File: src/rtl/mips_pkg.sv
// Shared MIPS core definitions: opcode/funct constants, fetch-state encoding, NOP word.
package mips_pkg;

  localparam logic [5:0] OP_SPECIAL = 6'h00;
  localparam logic [5:0] OP_J       = 6'h02;
  localparam logic [5:0] OP_JAL     = 6'h03;
  localparam logic [5:0] OP_BNE     = 6'h05;
  localparam logic [5:0] OP_XORI    = 6'h0E;
  localparam logic [5:0] OP_LW      = 6'h23;
  localparam logic [5:0] OP_SW      = 6'h2B;

  localparam logic [5:0] FN_JR      = 6'h08;
  localparam logic [5:0] FN_SYSCALL = 6'h0C;
  localparam logic [5:0] FN_ADD     = 6'h20;
  localparam logic [5:0] FN_SUB     = 6'h22;
  localparam logic [5:0] FN_SLT     = 6'h2A;

  localparam logic [31:0] NOP_WORD  = 32'h0000_0000;

  typedef enum logic [1:0] {
    ST_REQ,
    ST_ISSUE,
    ST_HALT
  } fetch_state_e;

endpackage

File: src/rtl/ifetch_next_pc.sv
// Combinational next-PC select (JR / J / BNE / sequential) with alignment handling.
// IFETCH_ALIGN_CHECK_EN: report misaligned targets instead of silently clearing bits [1:0].
module ifetch_next_pc (
  input  logic [31:0] pc,
  input  logic [25:0] jump_index,
  input  logic [31:0] imm_sext,
  input  logic        jump,
  input  logic        branch,
  input  logic        jump_sel,
  input  logic        alu_zero,
  input  logic [31:0] reg_target,
  output logic [31:0] pc_plus4,
  output logic [31:0] next_pc,
  output logic        misalign
);

  logic [31:0] target;

  always_comb begin
    pc_plus4 = pc + 32'd4;
    if (jump && jump_sel) begin
      target = reg_target;
    end else if (jump) begin
      target = {pc_plus4[31:28], jump_index, 2'b00};
    end else if (branch && !alu_zero) begin
      target = pc_plus4 + {imm_sext[29:0], 2'b00};
    end else begin
      target = pc_plus4;
    end

`ifdef IFETCH_ALIGN_CHECK_EN
    next_pc  = target;
    misalign = (target[1:0] != 2'b00);
`else
    next_pc  = target & ~32'h3;
    misalign = 1'b0;
`endif
  end

endmodule

File: src/rtl/ifetch_unit.sv
// Fetch/issue stage: REQ -> ISSUE -> REQ loop, halting on SYSCALL.
// IFETCH_ALIGN_CHECK_EN enables the misaligned-target fault (see ifetch_next_pc).
module ifetch_unit
  import mips_pkg::*;
#(
  parameter logic [31:0] RESET_PC = 32'h0000_0000
) (
  input  logic        clk,
  input  logic        reset,
  output logic        imem_req,
  output logic [31:0] imem_addr,
  input  logic        imem_ack,
  input  logic [31:0] imem_data,
  output logic        instr_valid,
  input  logic        instr_ready,
  output logic [31:0] instr,
  output logic [5:0]  opcode,
  output logic [5:0]  funct,
  output logic [4:0]  rs,
  output logic [4:0]  rt,
  output logic [4:0]  rd,
  output logic [31:0] imm_sext,
  output logic [31:0] pc,
  output logic [31:0] pc_plus4,
  input  logic        jump,
  input  logic        branch,
  input  logic        jump_sel,
  input  logic        alu_zero,
  input  logic [31:0] reg_target,
  output logic        halted,
  output logic        misalign_fault
);

  fetch_state_e state_q, state_d;
  logic [31:0]  pc_q, pc_d;
  logic [31:0]  instr_q, instr_d;
  logic         halted_q, halted_d;
  logic         misalign_q, misalign_d;
  logic [31:0]  next_pc;
  logic         misalign;
  logic         is_syscall;

  assign instr          = instr_q;
  assign pc             = pc_q;
  assign imem_addr      = pc_q;
  assign halted         = halted_q;
  assign misalign_fault = misalign_q;
  assign opcode         = instr_q[31:26];
  assign funct          = instr_q[5:0];
  assign rs             = instr_q[25:21];
  assign rt             = instr_q[20:16];
  assign rd             = instr_q[15:11];
  assign imm_sext       = {{16{instr_q[15]}}, instr_q[15:0]};
  assign is_syscall     = (opcode == OP_SPECIAL) && (funct == FN_SYSCALL);

  ifetch_next_pc u_next_pc (
    .pc         (pc_q),
    .jump_index (instr_q[25:0]),
    .imm_sext   (imm_sext),
    .jump       (jump),
    .branch     (branch),
    .jump_sel   (jump_sel),
    .alu_zero   (alu_zero),
    .reg_target (reg_target),
    .pc_plus4   (pc_plus4),
    .next_pc    (next_pc),
    .misalign   (misalign)
  );

  always_comb begin
    state_d     = state_q;
    pc_d        = pc_q;
    instr_d     = instr_q;
    halted_d    = halted_q;
    misalign_d  = misalign_q;
    imem_req    = 1'b0;
    instr_valid = 1'b0;
    case (state_q)
      ST_REQ: begin
        imem_req = 1'b1;
        if (imem_ack) begin
          instr_d = imem_data;
          state_d = ST_ISSUE;
        end
      end
      ST_ISSUE: begin
        instr_valid = 1'b1;
        // SYSCALL outranks any redirect; a faulting target also leaves pc in place
        if (instr_ready) begin
          if (is_syscall) begin
            halted_d = 1'b1;
            state_d  = ST_HALT;
          end else if (misalign) begin
            misalign_d = 1'b1;
            halted_d   = 1'b1;
            state_d    = ST_HALT;
          end else begin
            pc_d    = next_pc;
            state_d = ST_REQ;
          end
        end
      end
      ST_HALT: ;
      default: state_d = ST_REQ;
    endcase
  end

  always_ff @(posedge clk or posedge reset) begin
    if (reset) begin
      state_q    <= ST_REQ;
      pc_q       <= RESET_PC;
      instr_q    <= NOP_WORD;
      halted_q   <= 1'b0;
      misalign_q <= 1'b0;
    end else begin
      state_q    <= state_d;
      pc_q       <= pc_d;
      instr_q    <= instr_d;
      halted_q   <= halted_d;
      misalign_q <= misalign_d;
    end
  end

endmodule

File: config.mk
export PLATFORM = sky130hd
export DESIGN_NAME = ifetch_unit
export DESIGN_NICKNAME = d
export VERILOG_FILES = /design/src/rtl/mips_pkg.sv /design/src/rtl/ifetch_next_pc.sv /design/src/rtl/ifetch_unit.sv
export SDC_FILE = /design/constraint.sdc
export NUM_CORES = 1
export LEC_CHECK = 0
export ABC_AREA = 1
export CORE_MARGIN = 5
export CORE_UTILIZATION = 50
export CTS_BUF_LIST = sky130_fd_sc_hd__clkbuf_4 sky130_fd_sc_hd__clkbuf_8 sky130_fd_sc_hd__clkbuf_16
export DETAILED_ROUTE_END_ITERATION = 7
export PLACE_DENSITY = 0.89
export RECOVER_POWER = 100
export SLEW_MARGIN = 30
export SYNTH_ARGS = -nofsm -noshare
export SYNTH_HDL_FRONTEND = slang
export SYNTH_SLANG_ARGS = --single-unit
File: constraint.sdc
create_clock -name clk -period 4.5 [get_ports clk]
set_clock_uncertainty 0.15 [all_clocks]
set_input_delay 0.9 -clock clk [delete_from_list [all_inputs] [get_ports clk]]
set_output_delay 0.9 -clock clk [all_outputs]
set_load 0.1 [all_outputs]
Yosys cells after proc, flatten, opt, wreduce, memory -nomap -nowiden --
Cells that the tools add are included.
Operators by class: div/mod/pow operators 0, multiply operators 0, bitwise logic cells 2, shift operators 0, magnitude comparators 0, equal/unequal tests 5, reduce and logical (&&, ||, !) cells 10, add/sub/neg operators 2, multiplexer cells 9
Operators by type and width (number):
- $mux 32 | 3
- $add 32x3->32 const B | 1
- $add 32x32->32 | 1
- $reduce_and 3->1 | 3
- $eq 6x4->1 const B | 1
- $logic_not 6->1 | 1
- $mux 2 | 3
- $pmux 2 s3 | 1
- $ne 2x2->1 const B | 2
- $logic_and 1x1->1 | 3
- $eq 2x1->1 const B | 1
- $eq 2x2->1 const B | 1
- $logic_not 2->1 | 1
- $mux 1 | 2
- $not 1->1 | 2
- $reduce_and 2->1 | 1
- $logic_not 1->1 | 1
Storage, ports and cells: memory bits (writable) 0, bits in latches 0, word-level logic and storage cells 32, memories kept 0, register bits after elaboration 65, bits in read-only memories 0, bits of input ports 72, output and inout bits 191

Logic depth before layout (Yosys ltp) --
word-level depth 5, depth in mapped cells 24, gate-level depth less buffers 24

By module --
Synthesis repeated with hierarchy kept, for this count alone.
Second synthesis, totals: cells, all modules 1203, area, all modules 7642.3 um2
Modules (own cells, without submodules):
- ifetch_next_pc | area an instance 4189.0 um2, instances 1, cells each 870
- ifetch_unit | area an instance 3453.3 um2, instances 1, cells each 333

Worst setup path after synthesis --
OpenSTA, ideal clock, no wires.
path kind register to register, start point register pc_q[3], in the netlist imem_addr[3], end point register pc_q[30], in the netlist imem_addr[30], path slack -0.638 ns, stages on the path, launching flop included 20, setup time 0.123 ns, data arrival time 4.864 ns, cell sequence dfrtp_1 > ha_1 > nand3_2 > nor2_2 > nand2_2 > xnor2_1 > ha_1 > nand2_1 > inv_1 > nand2_1 > nand2_1 > inv_1 > nand2_1 > nand2_1 > nand3_1 > a21o_1 > nand2_1 > nand2_1 > nand2_1 > a21oi_1
Between the ends: cells in the longest elaborated chain, start to end 5
RTL lines:
- start, declared | RTL line ifetch_unit.sv:35 | logic [31:0] pc_q, pc_d;
- start signal, assigned | RTL line ifetch_unit.sv:117 | pc_q <= pc_d;
- $add 32x3->32 | RTL line ifetch_next_pc.sv:20 | pc_plus4 = pc + 32'd4;
- via pc_plus4[12] | RTL line ifetch_unit.sv:24 | output logic [31:0] pc_plus4,
- $add 32x32->32 | RTL line ifetch_next_pc.sv:26 | target = pc_plus4 + {imm_sext[29:0], 2'b00};
- $mux 32 | RTL line ifetch_next_pc.sv:25 | end else if (branch && !alu_zero) begin
- $mux 32 | RTL line ifetch_next_pc.sv:23 | end else if (jump) begin
- $mux 32 | RTL line ifetch_next_pc.sv:21 | if (jump && jump_sel) begin
The timed path passes the listed nets, and every way through them passes these cells. A chain may end at the register's enable or synchronous reset.

Final worst setup path --
start point register pc_q[4], in the netlist imem_addr[4], end point output pc_plus4[11]
Between the ends: cells in the longest elaborated chain, start to end 1
RTL lines (RTL line):
- $add 32x3->32 | ifetch_next_pc.sv:20
- end, declared | ifetch_unit.sv:24
No other way between the ends.

==> impl_summary.md <==
Placement
During placement, the flow inserted port buffers numbering around 250. Including well taps, the total number of placed cells is around 1500. At the placement stage, the worst setup path has a slack of 0.7133 ns.

Routability-driven placement finished with a final weighted congestion of roughly 0.92. After legalization and detailed placement, the total HPWL measured between 20000 and 25000 um.

GRT
After global routing the overflow that remains totals 0. The initial antenna violation count is 0. The maximum number of pins on one net before global-route repair is 40. Across every metal layer, demand over resource in global routing totals 0.3008. The via count of the first global-routing pass is 7733. The first global-routing pass estimated between 30000 and 40000 um of wire.

Route
In the routed design, unresolved DRC markers number 0. Dividing the detail-routed via count by the number of cells gives 5.313. The first detailed-routing pass took 5 iterations.

The number of routed nets with antenna violations is 0. The via count of the routed design is 7916. Dividing the detail-routed wire length by the instance count gives ~17 um.

The number of design-rule violations left by the first detailed-router iteration is 707. The final layout contains routed wiring with a total length of approximately 26000 um.

CTS
The largest buffer count on any clock path is 2. The TritonCTS buffer count is 9. The clock drives 65 sinks. The number of setup buffers added after CTS is 0. The insertion delay to the later sink of the worst-skew pair is about 0.34 ns. In this run the clock root is driven by a sky130_fd_sc_hd__clkbuf_16.

In this run, post-CTS hold repair placed 0 buffers. The number of H-tree levels is 3. The clock tree from TritonCTS is built. After clock tree synthesis, the clock-pin slew on the worst setup and hold paths is approximately 0.050 ns. The number of gates resized after CTS is 0.

Logic synthesis
Summed over all instances, the cell type with the most area after synthesis is sky130_fd_sc_hd__dfrtp_1. The yosys synthesis warning count is 0. After technology mapping, the gate count stands at between 1000 and 1500. After synthesis the cells add up to 7256 um2. The register bit count reported by yosys is 65. The netlist uses 48 different library cells. The average instance in the mapped netlist occupies approximately 6.4 um2. By area the synthesized netlist is led by sky130_fd_sc_hd__dfrtp_1 (22%), sky130_fd_sc_hd__nand2_1 (18%), sky130_fd_sc_hd__buf_4 (10%). Of the synthesized area, sequential elements account for 0.2242. Among all flip-flop cells after synthesis, the most frequent one is sky130_fd_sc_hd__dfrtp_1. Counting flops with a built-in enable in the synthesized netlist gives 0. After synthesis, the share of flip-flops with an asynchronous set or reset is 1.000. Of the post-synthesis cell area, the dominant cell type holds 0.2242.

Worst setup path
Of all nets on the critical path, the largest fanout is 6. The critical path arrival is ~3.1 ns. In this run the critical register-to-register path is captured at imem_addr[22]. The number of cells on the worst reg-to-reg path is 22. On the critical path, the stage with the largest delay is an instance of sky130_fd_sc_hd__clkbuf_1. The required time of the critical path is between 3 and 4 ns.

In this run the register-to-register setup slack is around 0.57 ns. The number of buffers and inverters on the critical path is 1. Grouping stages by cell kind, the critical path spends the most delay in simple AND/OR/NAND/NOR gates. The largest single stage delay on the critical path is ~0.90 ns. The worst register-to-register path begins at imem_addr[2]. The type of the worst setup path is flop to primary output. The signal on the critical path passes through nand3_2 > nor2_1 > nand2_4 > nor2_4 > xor2_2 > clkbuf_1.

STA classifies the critical path startpoint as a flop. The critical path starts at imem_addr[4]. STA classifies the critical path endpoint as a primary output.

Outcome
The checks that failed: max-capacitance violations, max-slew violations. The run finished, with violations left.

STA
The final setup violation count is 0. Once routing completed, OpenROAD measured the worst setup slack at 0.3580 ns. At the pin with the least slew margin, the transition time is 1.774 ns. The max-slew violation total from the final report came to 40. The clock period minus worst slack is around 4.1 ns. Setup repair after global routing left no endpoint under its margin. The timing-limited maximum frequency is roughly 0.24 GHz. Dividing the final minimum period by the clock period gives 0.9204. The number of endpoints with negative hold slack in the final report is 0. The worst hold slack is approximately 0.32 ns. The setup TNS after final layout is 0 ns.

In this run the tightest slew margin relative to its limit is -0.1826.

Cells and area
The net count reported at finish is 1410. Relative to the synthesized area, the layout overhead comes to 28.59%. The repair_antennas step left the layout with diodes totalling 0. Leaving out fill and tap cells, the most frequent cells in the layout are sky130_fd_sc_hd__nand2_1 (352), sky130_fd_sc_hd__inv_1 (143), sky130_fd_sc_hd__dlygate4sd3_1 (141). The most common cell after layout, fill and taps aside is sky130_fd_sc_hd__nand2_1. Of the cells placed in the final design, the portion with a size suffix greater than 1 is 0.08270. Once layout is complete, the cells apart from fillers number approximately 1500.

Floorplan
The die footprint is 17020 um2. The floorplan step defined a core boundary enclosing 14370 um2. The floorplan step set the die height to ~130 um. Measured along the x axis, the die boundary spans about 130 um. The number of top-level pins is 263. The initial utilization of the core area, before any placement, comes to 0.5050.

The number of placement rows is 44.

Worst hold path
The worst hold path was traced through 2 stages. The classification of the worst-slack hold path is flop to flop. The capture endpoint of the worst hold path is halted. The worst hold path begins at halted.

Run
Max-cap violations in this run came to 1.
==> stage by stage <==
stage / instance area (um2) / util
finish: 9330 / 0.6493
global route: 9330 / 0.6493
CTS: 9510 / 0.6619
detailed placement: 9215 / 0.6413
global placement: 9225 / 0.6420
floorplan: 7356 / -
==> cell families (layout without fill, tap and decap cells) <==
family / Yosys count / count (layout) / share of synthesized area
and+or+nand+nor: 618 / 618 / 0.3687
buffers and inverters: 267 / 425 / 0.1930
AOI/OAI and AO/OA: 109 / 109 / 0.08415
DFF: 65 / 65 / 0.2242
adders and majority gates: 37 / 37 / 0.06484
muxes: 27 / 27 / 0.04190
xor gates and xnor gates: 18 / 18 / 0.02276
other: 1 / 7 / 0.0005168
==> worst min-delay path: stages (launching register included) <==
cell,delay [ns]
sky130_fd_sc_hd__dfrtp_1,0.34
sky130_fd_sc_hd__inv_1,0.04
sky130_fd_sc_hd__nand2_1,0.05
==> state kept, by name (all words and copies together), names as in the netlist <==
| name | flops |
|---|---|
| state_q | 2 |
| instr | 32 |
| halted | 1 |
| imem_addr | 30 |
==> layout make-up <==
cell class,instances,area [um2]
inverter,147,551.8
fill,1316,5039
multi-input combinational,816,4319
clock buffer,9,225.2
clock inverter,7,70.07
tap,184,230.2
sequential,65,1629
timing repair buffer,262,2305
==> synth_stat cells (all sizes together), types with 17 or more instances <==
master	n
mux2	27
ha	36
nand3	87
o21ai	27
nor2	110
nand2	359
buf	107
dfrtp	65
nand4	17
inv	146
or2	17
a21oi	56
==> worst max path at each step <==
| stage | cells past startpoint | slack (ns) | endpoint |
|---|---|---|---|
| after global placement | 21 | 0.82 | imem_addr[31] |
| after CTS | 22 | 0.67 | imem_addr[22] |
| after floorplan | 19 | 0.08 | imem_addr[31] |
| after detailed placement | 21 | 0.71 | imem_addr[31] |
| after global routing | 22 | 0.17 | imem_addr[22] |
| final | 6 | 0.36 | pc_plus4[11] |
==> metal layers <==
layer	global-route usage	up-vias	wire, um
li1	-	3841	-
met1	0.3853	3630	10550
met2	0.5048	395	12170
met3	0.06707	50	2247
met4	0.09982	0	767
met5	0	-	0
Power is not shown: default switching activity piles up to over one toggle a cycle in this logic, so the estimate is an artifact.
==> RTL edit 1 (same settings) <==
Register the output `misalign_fault` once more; this adds one clock of latency there. The other outputs are not delayed to match.
--- a/src/rtl/ifetch_unit.sv
+++ b/src/rtl/ifetch_unit.sv
@@ -44,7 +44,9 @@
   assign pc             = pc_q;
   assign imem_addr      = pc_q;
   assign halted         = halted_q;
-  assign misalign_fault = misalign_q;
+  always_ff @(posedge clk) begin
+    misalign_fault <= misalign_q;
+  end
   assign opcode         = instr_q[31:26];
   assign funct          = instr_q[5:0];
   assign rs             = instr_q[25:21];
Formal check against the unedited RTL: no difference found for any inputs over 4 cycles, from zero or initial values and one cycle with reset high; that may be too few to reach the edited logic, so the function may still have changed.
==> RTL edit 1 against the original RTL <==
Sequential cell count did not move; setup slack better by 0.040 ns; worst hold slack got worse by 0.00095 ns; cell area down 1.2%; routed wire length down 1.5%; synthesized area shrank 2.9%; register-to-register slack lost 0.07 ns; critical path type unchanged; critical endpoint is now pc_plus4[18]; highest routed layer unchanged.
Power is left out: the tool's default activity adds up to more than one toggle a clock period on the data nets, which glitch-free logic cannot reach.
==> RTL edit 1: results (changes against the original RTL) <==
- Post_cts resized: 0 (unchanged)
- Vias in the first global route: 7606 (-1.6%)
- Largest net degree at the start of global routing: 41 (+2.5%)
- Antenna cell count: 0 (unchanged)
- Crit-path max cell delay: slightly above 0.9 ns
- Total CTS buffers: 9 (unchanged)
- Drt wl/cell: 17.59 microns (+1.8%)
- Post-CTS Setup Inserts: 0 (unchanged)
- Rel. slew slack: 9.207% (+27 points)
- Global-route wire length before repair: 39690 microns (-0.64%)
- Register area share after synthesis: 23.09% (+0.68 points)
- Share of post-route cells with drive strength above 1: 9.040% (+0.77 points)
- Final Net Count: 1365 (-3.2%)
- Worst hold start: halted
- Initial antenna violation count: 0 (unchanged)
- Synth warnings: 0 (unchanged)
- Clk_lat worst skew: 0.34 ns (about the same)
- Fill cell total of the finished layout: 1249 (-5.1%)
- DRT Pass-1 Iters: 6 (+1)
- Top cells by count, synth: nand2_1, inv_1, nor2_1
- H-tree depth: 3 (unchanged)
- Max FFs per register: 32 (unchanged)
- Via count: 7823 (-1.2%)
- Hold Path Class: reg2reg
- Met2 Use GR: 50.70% (+0.22 points)
- Worst Path Arrival: 3.05 ns (-0.04 ns)
- Final GP Congestion: 0.9881 (+7.3%)
- Total track usage: 30.35% (+0.27 points)
- Residual overflow from global routing: 0 (unchanged)
- Max stage delay cell, worst path: clkbuf_1
- Fin. max-slew vios: 0 (-100%)
- CTS root buffer: clkbuf_16
- Iter 0 DRT Violations: 849 (+20%)
- Critical path peak fanout: 5 (-1)
- Clock transition at path regs: 0.06 ns
- FFs w/ async S/R, synth: 100.0% (unchanged)
- Critical Path Source: imem_addr[2]
- CTS max path bufs: 2 (unchanged)
- I/O Buffers: 253 (unchanged)
- Met3 usage: 7.721% (+1.0 points)
- Status: completed
- Largest cells by area after synthesis: dfrtp_1, nand2_1, buf_4
- Netlist cell types: 43 (-10%)
- GRT met1 Usage: 38.31% (-0.23 points)
- Largest area contributor in the netlist: dfrtp_1
- Placed wire-length estimate: 20220 microns (-2.5%)
-- RTL edit 1: final timing paths --
kind                       slack (ns)  depth (start not counted)             to
max                              0.40                          7   pc_plus4[18]
min                              0.32                          2         halted
max reg2reg                      0.50                         20  imem_addr[26]
min reg2reg                      0.32                          2         halted
max in group asynchronous        1.54                          3  imem_addr[13]
min in group asynchronous        1.09                          2      instr[21]
-- RTL edit 1: area by class of cell --
| cell class | count | area, sq um | share of cell area, % |
|---|---|---|---|
| clock buffers | 10 | 239.0 | 2.593 |
| clock inverters | 6 | 97.59 | 1.059 |
| inverters | 141 | 529.3 | 5.743 |
| multi-input cells | 775 | 4170 | 45.25 |
| flip-flops and latches | 65 | 1627 | 17.65 |
| well taps | 180 | 225.2 | 2.444 |
| repair buffers | 264 | 2327 | 25.25 |
-- RTL edit 1: cell families after synthesis --
group,count (synthesis),share of synthesized area (%)
XOR/XNOR,18,2.238
flip-flops,65,23.09
other,1,0.05324
multiplexers,28,4.477
AND/OR/NAND/NOR,567,35.18
adder cells (fa/ha/maj),37,6.680
buffers and inverters,259,19.03
AO/OA/AOI/OAI,118,9.255
-- RTL edit 1: per-stage QoR --
| stage | setup TNS (ns) | instances | utilization (%) | worst slack, ns | instance area, sq um |
|---|---|---|---|---|---|
| 2_1_floorplan | -0.03293 | 1099 | - | -0.02897 | 7162 |
| 3_3_place_gp | 0 | 1425 | 65.66 | 0.8754 | 9079 |
| 3_5_place_dp | 0 | 1425 | 65.62 | 0.8109 | 9074 |
| 4_1_cts | 0 | 1441 | 68.06 | 0.7557 | 9410 |
| 5_1_grt | 0 | 1441 | 66.65 | 0.1749 | 9215 |
| 6_report | 0 | 1441 | 66.65 | 0.3980 | 9215 |
-- RTL edit 1: worst max-delay path, delay by kind of cell, from the launching register on --
kind	cells	cell delay [ns]
DFF	1	0.43
buffers and inverters	2	1.11
xor gates and xnor gates	1	0.31
and+or+nand+nor	3	0.61
adders and majority gates	1	0.25
-- RTL edit 1: layer usage --
layer / part of all wire, % / routed length, microns
met5: 0 / 0
met4: 3.5 / 889
met2: 47 / 11970
met3: 11 / 2881
met1: 38 / 9610
==> RTL edit 2 (same settings) <==
Made on the original files. Build with the macro `IFETCH_ALIGN_CHECK_EN` defined.
--- a/src/rtl/ifetch_next_pc.sv
+++ b/src/rtl/ifetch_next_pc.sv
@@ -1,5 +1,7 @@
 // Combinational next-PC select (JR / J / BNE / sequential) with alignment handling.
 // IFETCH_ALIGN_CHECK_EN: report misaligned targets instead of silently clearing bits [1:0].
+`define IFETCH_ALIGN_CHECK_EN
+
 module ifetch_next_pc (
   input  logic [31:0] pc,
   input  logic [25:0] jump_index,
Check against the original RTL: not equivalent (Yosys sat finds a counterexample within 4 cycles, from zero or initial values and one cycle with reset high).
==> RTL edit 2 against the original RTL <==
The flow still finishes with violations (capacitance limit, slew limit); sequential cell count increased by 3; synthesized cell count increased by 1.9%; critical path depth up 4; sequential share of layout area grew 0.48 points; largest cell class unchanged; setup slack gained 0.23 ns; synthesized area up 1.7%; critical path type unchanged; routed wire length up 4.9%; cell area increased by 1.6%.
Power is left out: the tool's default activity adds up to more than one toggle a clock period on the data nets, which glitch-free logic cannot reach.
==> RTL edit 2: results (changes against the original RTL) <==
- Fill cell total of the finished layout: 1362 (+3.5%)
- Worst hold start: misalign_fault
- Worst Path Arrival: 2.86 ns (-0.23 ns)
- Largest cells by area after synthesis: dfrtp_1, nand2_1, buf_4
- Status: complete, but fails checks
- Pre-CTS setup slack: 1.041 ns (+0.3281 ns)
- Iter 0 DRT Violations: 683 (-3.4%)
- R2r endpoint: imem_addr[21]
- Die footprint: 17280 sq um (+1.5%)
- Share of post-route cells with drive strength above 1: 7.255% (-1.0 points)
- Register area share after synthesis: 23.07% (+0.65 points)
- Main synth FF type: dfrtp_1
- Hold path endpoint: misalign_fault
- Placed cells: 1505 (+2.1%)
- Mean cell area of the mapped netlist: 6.338 sq um (-0.25%)
- Failing checks: capacitance limit, slew limit
- Met2 Use GR: 50.85% (+0.36 points)
- Critical path peak fanout: 7 (+1)
- I/O Buffers: 262 (+3.6%)
- Slew @ Worst Pin: 2.446 ns (+0.6718 ns)
- Fin. max-slew vios: 43 (+7.5%)
- Worst hold path stage count: 1 (-1)
- Met3 usage: 6.919% (+0.21 points)
- R2R setup slack: 0.90 ns (+0.33 ns)
- Final hold slack: 0.3420 ns (+0.02579 ns)
- Global-route wire length before repair: 42510 microns (+6.4%)
- Placed wire-length estimate: 21890 microns (+5.5%)
- Netlist cell types: 51 (+6.3%)
- Number of max-cap violations: 1 (unchanged)
- Largest net degree at the start of global routing: 45 (+13%)
- Total track usage: 30.22% (+0.14 points)
- Drt wl/cell: 17.75 microns (+2.7%)
- Final core occ: 65.49% (+0.56 points)
- GRT met1 Usage: 38.45% (-0.083 points)
- Vias in the first global route: 7976 (+3.1%)
- Final Net Count: 1441 (+2.2%)
- Vias per cell: 5.353 (+0.76%)
[RTL edit 2: cell type report]
cell class | instances | share of cell area [%]
timing repair buffer | 274 | 25.03
tap | 184 | 2.428
clock inverter | 7 | 0.8708
multi-input combinational | 807 | 44.54
sequential | 68 | 17.94
clock buffer | 9 | 2.375
inverter | 172 | 6.808
[RTL edit 2: critical path: stages (launching register included)]
cell and delay, ns:
dfrtp_1 0.46, ha_1 0.20, nand2_1 0.09, inv_1 0.11, nand3_1 0.11, nor2_1 0.26, inv_2 0.06, o21bai_1 0.13
nand2_1 0.09, inv_1 0.12, clkbuf_1 0.88
[RTL edit 2: per-layer routing]
metal / vias to the layer above / routed length [microns]
li1: 3917 / -
met1: 3725 / 11000
met2: 440 / 12720
met3: 60 / 2507
met4: 0 / 768
met5: - / 0
[RTL edit 2: worst max-delay path by stage]
stage	startpoint	cells past startpoint	slack [ns]	end
2_1_floorplan	imem_addr[2]	15	0.03	imem_addr[31]
3_3_place_gp	imem_addr[7]	19	1.14	imem_addr[21]
5_1_grt	imem_addr[2]	10	0.39	pc_plus4[12]
4_1_cts	imem_addr[4]	3	0.92	pc_plus4[5]
6_report	imem_addr[2]	10	0.59	pc_plus4[12]
3_5_place_dp	imem_addr[2]	22	1.04	imem_addr[22]
[RTL edit 2: logic make-up (layout without fill, tap and decap cells)]
kind of cell,count (synthesis),after routing,share of synthesized area [%]
simple gates,614,614,35.80
buf+inv,289,462,19.91
compound gates,115,115,9.057
flops,68,68,23.07
fa+ha+maj,37,37,6.377
mux,27,27,4.121
xor+xnor,14,14,1.662
